### src/rtl/wdt_reg_if_pkg.sv
// Shared definitions for the watchdog register front end.
// Holds the register offsets, the response FSM state type and the bit
// positions of the fields inside CTRL, KICK and STATUS.
package wdt_pkg;

    // Register offsets from the block base (byte addresses, word aligned)
    localparam logic [15:0] CTRL_OFF   = 16'h0100;
    localparam logic [15:0] KICK_OFF   = 16'h0200;
    localparam logic [15:0] TOCNT_OFF  = 16'h0300;
    localparam logic [15:0] STATUS_OFF = 16'h0400;

    // Request/response FSM
    typedef enum logic [0:0] {
        IDLE = 1'b0,
        RESP = 1'b1
    } wdt_state_e;

    // Field positions
    localparam int CTRL_WDEN_BIT     = 0;
    localparam int CTRL_IRQ_EN_BIT   = 1;
    localparam int KICK_BIT          = 0;
    localparam int STATUS_WTO_BIT    = 0;
    localparam int STATUS_STICKY_BIT = 1;

endpackage

### src/rtl/wdt_reg_if_if.sv
// Single-beat CPU register bus between a requester and the watchdog
// register front end.
//   master : drives req_valid/req_write/req_addr/req_wdata/req_wstrb and
//            rsp_ready; receives req_ready, rsp_valid, rsp_rdata, rsp_err.
//   slave  : the mirror image.
interface wdt_reg_bus_if #(
    parameter int ADDR_W = 16
) ();

    logic              req_valid;
    logic              req_ready;
    logic              req_write;
    logic [ADDR_W-1:0] req_addr;
    logic [31:0]       req_wdata;
    logic [3:0]        req_wstrb;
    logic              rsp_valid;
    logic              rsp_ready;
    logic [31:0]       rsp_rdata;
    logic              rsp_err;

    modport master (
        output req_valid, req_write, req_addr, req_wdata, req_wstrb, rsp_ready,
        input  req_ready, rsp_valid, rsp_rdata, rsp_err
    );

    modport slave (
        input  req_valid, req_write, req_addr, req_wdata, req_wstrb, rsp_ready,
        output req_ready, rsp_valid, rsp_rdata, rsp_err
    );

endinterface

### src/rtl/wdt_reg_if_sync2.sv
// Two-flop synchroniser with rising-edge detection for a slow status line
// coming from another clock domain.
//   clk, rst    : destination clock, synchronous active-high reset
//   async_in    : asynchronous input level
//   sync_out    : synchronised level
//   rise_pulse  : one-cycle pulse on a synchronised 0->1 transition
module wdt_sync2 (
    input  logic clk,
    input  logic rst,
    input  logic async_in,
    output logic sync_out,
    output logic rise_pulse
);

    logic meta_r;
    logic sync_r;
    logic prev_r;

    // Synchroniser chain plus one delayed copy for edge detection
    always_ff @(posedge clk) begin
        if (rst) begin
            meta_r <= 1'b0;
            sync_r <= 1'b0;
            prev_r <= 1'b0;
        end else begin
            meta_r <= async_in;
            sync_r <= meta_r;
            prev_r <= sync_r;
        end
    end

    assign sync_out   = sync_r;
    assign rise_pulse = sync_r & ~prev_r;

endmodule

### src/rtl/wdt_reg_if.sv
// Register front end for the watchdog timer.
// Decodes single-beat register requests into WDEN / WDLIVE / WTOCNT,
// stretches kicks to LIVE_HOLD cycles and brings WTO back as a status bit
// with a sticky flag and a level interrupt.
//   clk, rst : clock, synchronous active-high reset
//   bus      : register request/response bus (slave side)
//   WDEN     : watchdog enable
//   WDLIVE   : stretched kick
//   WTOCNT   : timeout count
//   WTO      : timeout from the watchdog (asynchronous)
//   wdt_irq  : level interrupt, sticky && irq_en
module wdt_reg_if
    import wdt_pkg::*;
#(
    parameter int          ADDR_W    = 16,
    parameter int          LIVE_HOLD = 4,
    parameter logic [31:0] DEF_TOCNT = 32'h0000_FFFF
) (
    input  logic          clk,
    input  logic          rst,
    wdt_reg_bus_if.slave  bus,
    output logic          WDEN,
    output logic          WDLIVE,
    output logic [31:0]   WTOCNT,
    input  logic          WTO,
    output logic          wdt_irq
);

    localparam int CNT_W = $clog2(LIVE_HOLD + 1);

    wdt_state_e  state_r;
    logic        req_ready_r;
    logic        rsp_valid_r;
    logic [31:0] rsp_rdata_r;
    logic        rsp_err_r;

    logic             wden_r;
    logic             irq_en_r;
    logic [31:0]      wtocnt_r;
    logic             sticky_r;
    logic [CNT_W-1:0] live_cnt_r;
    logic             wdlive_r;
    logic             wdt_irq_r;

    logic             wto_sync_s;
    logic             wto_rise_s;
    logic             accept_s;
    logic             aligned_s;
    logic             hit_ctrl_s;
    logic             hit_kick_s;
    logic             hit_tocnt_s;
    logic             hit_status_s;
    logic [31:0]      tocnt_merge_s;
    logic             wden_n_s;
    logic             irq_en_n_s;
    logic [31:0]      wtocnt_n_s;
    logic             sticky_n_s;
    logic [CNT_W-1:0] live_cnt_n_s;
    logic [31:0]      rdata_n_s;
    logic             err_n_s;

    wdt_sync2 u_wto_sync (
        .clk        (clk),
        .rst        (rst),
        .async_in   (WTO),
        .sync_out   (wto_sync_s),
        .rise_pulse (wto_rise_s)
    );

    assign accept_s     = bus.req_valid && req_ready_r;
    assign aligned_s    = (bus.req_addr[1:0] == 2'b00);
    assign hit_ctrl_s   = (bus.req_addr == ADDR_W'(CTRL_OFF));
    assign hit_kick_s   = (bus.req_addr == ADDR_W'(KICK_OFF));
    assign hit_tocnt_s  = (bus.req_addr == ADDR_W'(TOCNT_OFF));
    assign hit_status_s = (bus.req_addr == ADDR_W'(STATUS_OFF));

    // Byte-lane merge of the write data onto the current timeout count
    always_comb begin
        tocnt_merge_s = wtocnt_r;
        for (int b = 0; b < 4; b++) begin
            if (bus.req_wstrb[b]) begin
                tocnt_merge_s[8*b +: 8] = bus.req_wdata[8*b +: 8];
            end else begin
                tocnt_merge_s[8*b +: 8] = wtocnt_r[8*b +: 8];
            end
        end
    end

    // Register access decode: next register values and response contents
    always_comb begin
        wden_n_s   = wden_r;
        irq_en_n_s = irq_en_r;
        wtocnt_n_s = wtocnt_r;
        sticky_n_s = sticky_r;
        rdata_n_s  = 32'd0;
        err_n_s    = 1'b0;
        if (live_cnt_r != {CNT_W{1'b0}}) begin
            live_cnt_n_s = live_cnt_r - CNT_W'(1);
        end else begin
            live_cnt_n_s = live_cnt_r;
        end

        if (accept_s) begin
            if (!aligned_s) begin
                err_n_s = 1'b1;
            end else if (hit_ctrl_s) begin
                if (!bus.req_write) begin
                    rdata_n_s[CTRL_WDEN_BIT]   = wden_r;
                    rdata_n_s[CTRL_IRQ_EN_BIT] = irq_en_r;
                end else if (bus.req_wstrb[0]) begin
                    wden_n_s   = bus.req_wdata[CTRL_WDEN_BIT];
                    irq_en_n_s = bus.req_wdata[CTRL_IRQ_EN_BIT];
                    // Disabling drops any stretch in progress
                    if (!bus.req_wdata[CTRL_WDEN_BIT]) begin
                        live_cnt_n_s = {CNT_W{1'b0}};
                    end else begin
                        live_cnt_n_s = live_cnt_n_s;
                    end
                end else begin
                    wden_n_s = wden_r;
                end
            end else if (hit_kick_s) begin
                if (!bus.req_write) begin
                    rdata_n_s[KICK_BIT] = (live_cnt_r != {CNT_W{1'b0}});
                end else if (bus.req_wstrb[0] && bus.req_wdata[KICK_BIT] && wden_r) begin
                    live_cnt_n_s = CNT_W'(LIVE_HOLD);
                end else begin
                    live_cnt_n_s = live_cnt_n_s;
                end
            end else if (hit_tocnt_s) begin
                if (!bus.req_write) begin
                    rdata_n_s = wtocnt_r;
                end else if (wden_r || (tocnt_merge_s == 32'd0)) begin
                    err_n_s = 1'b1;
                end else begin
                    wtocnt_n_s = tocnt_merge_s;
                end
            end else if (hit_status_s) begin
                if (!bus.req_write) begin
                    rdata_n_s[STATUS_WTO_BIT]    = wto_sync_s;
                    rdata_n_s[STATUS_STICKY_BIT] = sticky_r;
                end else if (bus.req_wstrb[0] && bus.req_wdata[STATUS_STICKY_BIT]) begin
                    sticky_n_s = 1'b0;
                end else begin
                    sticky_n_s = sticky_r;
                end
            end else begin
                err_n_s = 1'b1;
            end
        end else begin
            err_n_s = 1'b0;
        end

        // A new timeout edge overrides a simultaneous clear
        if (wto_rise_s) begin
            sticky_n_s = 1'b1;
        end else begin
            sticky_n_s = sticky_n_s;
        end
    end

    // Request/response FSM with registered handshake outputs
    always_ff @(posedge clk) begin
        if (rst) begin
            state_r     <= IDLE;
            req_ready_r <= 1'b0;
            rsp_valid_r <= 1'b0;
            rsp_rdata_r <= 32'd0;
            rsp_err_r   <= 1'b0;
        end else begin
            case (state_r)
                IDLE: begin
                    if (accept_s) begin
                        state_r     <= RESP;
                        req_ready_r <= 1'b0;
                        rsp_valid_r <= 1'b1;
                        rsp_rdata_r <= rdata_n_s;
                        rsp_err_r   <= err_n_s;
                    end else begin
                        req_ready_r <= 1'b1;
                    end
                end
                RESP: begin
                    if (bus.rsp_ready) begin
                        state_r     <= IDLE;
                        req_ready_r <= 1'b1;
                        rsp_valid_r <= 1'b0;
                        rsp_rdata_r <= 32'd0;
                        rsp_err_r   <= 1'b0;
                    end else begin
                        req_ready_r <= 1'b0;
                    end
                end
                default: begin
                    state_r     <= IDLE;
                    req_ready_r <= 1'b0;
                    rsp_valid_r <= 1'b0;
                    rsp_rdata_r <= 32'd0;
                    rsp_err_r   <= 1'b0;
                end
            endcase
        end
    end

    // Control/status registers and the registered watchdog-side outputs
    always_ff @(posedge clk) begin
        if (rst) begin
            wden_r     <= 1'b0;
            irq_en_r   <= 1'b0;
            wtocnt_r   <= DEF_TOCNT;
            sticky_r   <= 1'b0;
            live_cnt_r <= {CNT_W{1'b0}};
            wdlive_r   <= 1'b0;
            wdt_irq_r  <= 1'b0;
        end else begin
            wden_r     <= wden_n_s;
            irq_en_r   <= irq_en_n_s;
            wtocnt_r   <= wtocnt_n_s;
            sticky_r   <= sticky_n_s;
            live_cnt_r <= live_cnt_n_s;
            wdlive_r   <= (live_cnt_r != {CNT_W{1'b0}});
            // Built from next values so the interrupt tracks sticky/irq_en edge for edge
            wdt_irq_r  <= sticky_n_s && irq_en_n_s;
        end
    end

    assign bus.req_ready = req_ready_r;
    assign bus.rsp_valid = rsp_valid_r;
    assign bus.rsp_rdata = rsp_rdata_r;
    assign bus.rsp_err   = rsp_err_r;
    assign WDEN          = wden_r;
    assign WDLIVE        = wdlive_r;
    assign WTOCNT        = wtocnt_r;
    assign wdt_irq       = wdt_irq_r;

endmodule

### src/flat_wrapper.sv
// flat-port wrapper written by rule: the top's interface ports become plain ports
module wdt_reg_if_flat import wdt_pkg::*;
#(
    parameter int          ADDR_W    = 16,
    parameter int          LIVE_HOLD = 4,
    parameter logic [31:0] DEF_TOCNT = 32'h0000_FFFF
)
  (clk, rst, WDEN, WDLIVE, WTOCNT, WTO, wdt_irq, bus_req_valid, bus_req_write, bus_req_addr, bus_req_wdata, bus_req_wstrb, bus_rsp_ready, bus_req_ready, bus_rsp_valid, bus_rsp_rdata, bus_rsp_err);
  wdt_reg_bus_if #(.ADDR_W(ADDR_W)) bus_i ();
  input  logic clk;
  input  logic rst;
  output logic WDEN;
  output logic WDLIVE;
  output logic [31:0] WTOCNT;
  input  logic WTO;
  output logic wdt_irq;
  input wire logic [$bits(bus_i.req_valid)-1:0] bus_req_valid;
  input wire logic [$bits(bus_i.req_write)-1:0] bus_req_write;
  input wire logic [$bits(bus_i.req_addr)-1:0] bus_req_addr;
  input wire logic [$bits(bus_i.req_wdata)-1:0] bus_req_wdata;
  input wire logic [$bits(bus_i.req_wstrb)-1:0] bus_req_wstrb;
  input wire logic [$bits(bus_i.rsp_ready)-1:0] bus_rsp_ready;
  output wire logic [$bits(bus_i.req_ready)-1:0] bus_req_ready;
  output wire logic [$bits(bus_i.rsp_valid)-1:0] bus_rsp_valid;
  output wire logic [$bits(bus_i.rsp_rdata)-1:0] bus_rsp_rdata;
  output wire logic [$bits(bus_i.rsp_err)-1:0] bus_rsp_err;
  assign bus_i.req_valid = bus_req_valid;
  assign bus_i.req_write = bus_req_write;
  assign bus_i.req_addr = bus_req_addr;
  assign bus_i.req_wdata = bus_req_wdata;
  assign bus_i.req_wstrb = bus_req_wstrb;
  assign bus_i.rsp_ready = bus_rsp_ready;
  assign bus_req_ready = bus_i.req_ready;
  assign bus_rsp_valid = bus_i.rsp_valid;
  assign bus_rsp_rdata = bus_i.rsp_rdata;
  assign bus_rsp_err = bus_i.rsp_err;
  wdt_reg_if #(.ADDR_W(ADDR_W), .LIVE_HOLD(LIVE_HOLD), .DEF_TOCNT(DEF_TOCNT)) u_core (.clk(clk), .rst(rst), .bus(bus_i), .WDEN(WDEN), .WDLIVE(WDLIVE), .WTOCNT(WTOCNT), .WTO(WTO), .wdt_irq(wdt_irq));
endmodule
### config.mk
export PLATFORM = sky130hd
export DESIGN_NAME = wdt_reg_if_flat
export DESIGN_NICKNAME = d
export VERILOG_FILES = /design/src/rtl/wdt_reg_if_pkg.sv /design/src/rtl/wdt_reg_if_if.sv /design/src/rtl/wdt_reg_if_sync2.sv /design/src/rtl/wdt_reg_if.sv /design/src/flat_wrapper.sv
export SDC_FILE = /design/constraint.sdc
export NUM_CORES = 1
export LEC_CHECK = 0
export BUFFER_PORTS_ARGS = -buffer_cell sky130_fd_sc_hd__buf_2
export CAP_MARGIN = 5
export CORE_UTILIZATION = 55
export CTS_BUF_LIST = sky130_fd_sc_hd__clkbuf_4 sky130_fd_sc_hd__clkbuf_8
export CTS_CLUSTER_SIZE = 12
export DETAILED_ROUTE_END_ITERATION = 8
export GPL_ROUTABILITY_DRIVEN = 0
export GPL_TIMING_DRIVEN = 0
export PLACE_DENSITY = 0.95
export SLEW_MARGIN = 10
export SYNTH_ARGS = -nofsm -noshare
export SYNTH_HDL_FRONTEND = slang
export SYNTH_SLANG_ARGS = --single-unit
### constraint.sdc
create_clock -name clk -period 3.5 [get_ports clk]
set_input_delay 0.7 -clock clk [delete_from_list [all_inputs] [get_ports clk]]
set_output_delay 0.7 -clock clk [all_outputs]
set_load 0.05 [all_outputs]
==> metrics.cfg <==
[timing]
slew_viol_final = 0
fin_crit_ps = 2390
max_freq_mhz = 419
finalClockSkew_ps = 10.0
worst_pin_slew_ps = 528
hold_violations = 0
rsz0062_at_grt = false
finalSetupViolCount = 0
relSlewSlack = 0.648
whs_ps = 455
fin_setup_tns_ps = 0
period_share = 0.682

[synth]
synthesis.instances = 391
synth_edf_count = 0
yosys_most_used_dff = dfxtp_1
synthArstFlopShare = 0
yosys_warnings = 0
synth.area.top_cells = dfxtp_1 46%, mux2i_1 9.8%, nor2_1 8.3%
synth_area_per_cell_um2 = 8.88
netlist_area_um2 = 3470
ys_ff_latch = 79
seq_area_frac_synth = 0.455
yosysUniqueCellTypes = 43
yosysTopAreaCellShare = 0.455
syn-num-nets = 451
yosys.area.top_type = dfxtp_1

[power_and_ir_drop]
power_frac_comb = 0.138
vdd_drop_max_mv = 0.274
leakagePower_nw = 1.84
p_sw_frac = 0.259
power.internal_mw = 1.40
finalPower_mw = 1.88
p_switching_uw = 486
clockPowerShare = 0.365
p_seq_frac = 0.497
powerDensity_nw_per_um2 = 428

[routing]
drt_iter0_markers = 207
drt-total-wl_um = 9600
routedWlPerCell_um = 15.8
drt_first_pass_iters = 5
vias = 3494
drt.antenna.violating_nets = 0
drc = 0
vias_per_cell = 5.77

[finish]
insertedDiodeCount = 0
final_cell_count_no_fill = 606
fill_cells = 465
drive_gt1_frac = 0.292
final_nets = 587
area_growth_pct = 26.5

[cts]
cts-resized-gates = 0
cts_buffer_depth = 2
cts_buffers = 9
path_clk_slew_ps = 70
h-tree-depth = 3
cts_hold_buffers = 0
cts_tree = done
clock-root-buffer = clkbuf_8
clock-sinks = 79
postCtsSetupRepairBufs = 0
clk_latency_ps = 350

[critical_path]
crit_type = in -> reg
crit_path_max_fanout = 10
arrival_ps = 2650
crit_path_start_kind = input pin
crit_path_start = bus_req_addr[6]
end_kind = register
critPathRequiredTime_ps = 3770
r2r-start = u_core.WTOCNT[21]

[global_route]
groute.usage.overall = 0.297
grt_start_max_net_pins = 13
busiest_layer = met2
grt_pass1_wl_um = 15000
grt_use_met1 = 0.358
grt_antenna_before_repair = 0
grt-ovfl-total = 0
grt_pass1_vias = 3295
met2_usage = 0.522
grt_use_met3 = 0.0444

[placement]
post-dp-hpwl_um = 7060
io_buffer_count = 125
place_inst = 591

[die]
dieArea_um2 = 6640
pin_count = 128
die_w_um = 81.5
fp.coreArea_um2 = 5990
chipHeight_um = 81.5
start_util = 0.580
row_count = 28

[min_path]
hp-class = reg -> reg
hold_start = u_core.bus.rsp_valid

[outcome]
status = finished clean

[job]
drv_cap = 0

==> cells in the mapped netlist (all sizes together), types with 2 or more instances <==
cell type,instances
nor4b,2
nor3,5
a211oi,2
nor2b,5
clkbuf,17
nand3,5
ha,2
a31oi,7
nand2b,2
or4,5
buf,4
nor4,10
nor2,79
and2,6
nand4,8
mux2i,34
a21oi,8
a22oi,31
o21ai,2
inv,9
nand2,45
and3,2
nand3b,2
dfxtp,79
xnor2,2
nor3b,5
==> worst max-delay path, cell delays in order <==
cell and delay (ps):
buf_2 100, or4_1 530, nor2_2 380, nand4_1 230, a31oi_4 430, mux2i_1 270
==> cell type report <==
cell class	instances	area [µm²]	share of cell area
clock buffers	12	159	0.0362
multi-input cells	281	1770	0.403
plain buffers	21	82.6	0.0188
inverters	10	37.5	0.00854
repair buffers	125	626	0.142
clock inverters	3	42.5	0.00968
flip-flops and latches	79	1580	0.360
well taps	75	93.8	0.0214
==> sequential cells by signal (all words and copies together) (netlist names) <==
register                    cells
u_core.WDEN                     1
u_core.WDLIVE                   1
u_core.WTOCNT                  32
u_core.bus.req_ready            1
u_core.bus.rsp_err              1
u_core.bus.rsp_rdata           32
u_core.bus.rsp_valid            1
u_core.irq_en_r                 1
u_core.live_cnt_r               3
u_core.state_r                  1
u_core.sticky_r                 1
u_core.u_wto_sync.meta_r        1
u_core.u_wto_sync.prev_r        1
u_core.u_wto_sync.sync_out      1
u_core.wdt_irq                  1
==> power groups by stage <==
stage | Combinational, mW | Clock, mW | Sequential [mW]
3_3_place_gp | 0.247 | 0 | 0.955
2_1_floorplan | 0.151 | 0 | 0.978
6_report | 0.260 | 0.688 | 0.934
5_1_grt | 0.289 | 0.724 | 0.937
3_5_place_dp | 0.256 | 0 | 0.956
4_1_cts | 0.259 | 0.691 | 0.935
==> cell families (layout without fill, tap and decap cells) <==
group | Yosys count | count (layout) | synth area share
DFF | 79 | 79 | 0.455
adders and majority gates | 2 | 2 | 0.00720
buffers and inverters | 31 | 171 | 0.0346
and+or+nand+nor | 184 | 184 | 0.248
muxes | 35 | 35 | 0.101
AOI/OAI and AO/OA | 58 | 58 | 0.148
xor gates and xnor gates | 2 | 2 | 0.00504
==> path summary, 6_finish.rpt <==
kind                     endpoint  slack, ps  cells after the start
min reg2reg  u_core.bus.rsp_valid        450                      2
max             u_core.WTOCNT[10]       1110                      6
min          u_core.bus.rsp_valid        450                      2
max reg2reg     u_core.WTOCNT[10]       1290                      5
==> cell usage in the layout, fill, tap and decap left out, types with 3 or more instances in the layout <==
cell type and count:
a21oi_1 8, a22oi_1 31, a31oi_1 3, a31oi_4 4, and2_1 5, buf_2 128, clkbuf_1 17, clkbuf_8 11
dfxtp_1 79, inv_1 9, mux2i_1 34, nand2_1 45, nand3_1 5, nand4_1 8, nor2_1 77, nor2b_1 5
nor3_1 5, nor3b_1 5, nor4_1 10, or4_1 5
==> layer usage <==
| metal | routed length, µm | vias up |
|---|---|---|
| li1 | - | 1649 |
| met1 | 3860 | 1623 |
| met2 | 4750 | 198 |
| met3 | 794 | 24 |
| met4 | 198 | 0 |
| met5 | 0 | - |
==> through the flow <==
step,worst slack (ps),util,cell area (µm²)
2_1_floorplan,1150,-,3470
3_3_place_gp,934,0.700,4190
3_5_place_dp,796,0.700,4190
4_1_cts,1160,0.734,4390
5_1_grt,1040,0.734,4390
6_report,1110,0.734,4390
(Power assumes the default switching activity.)
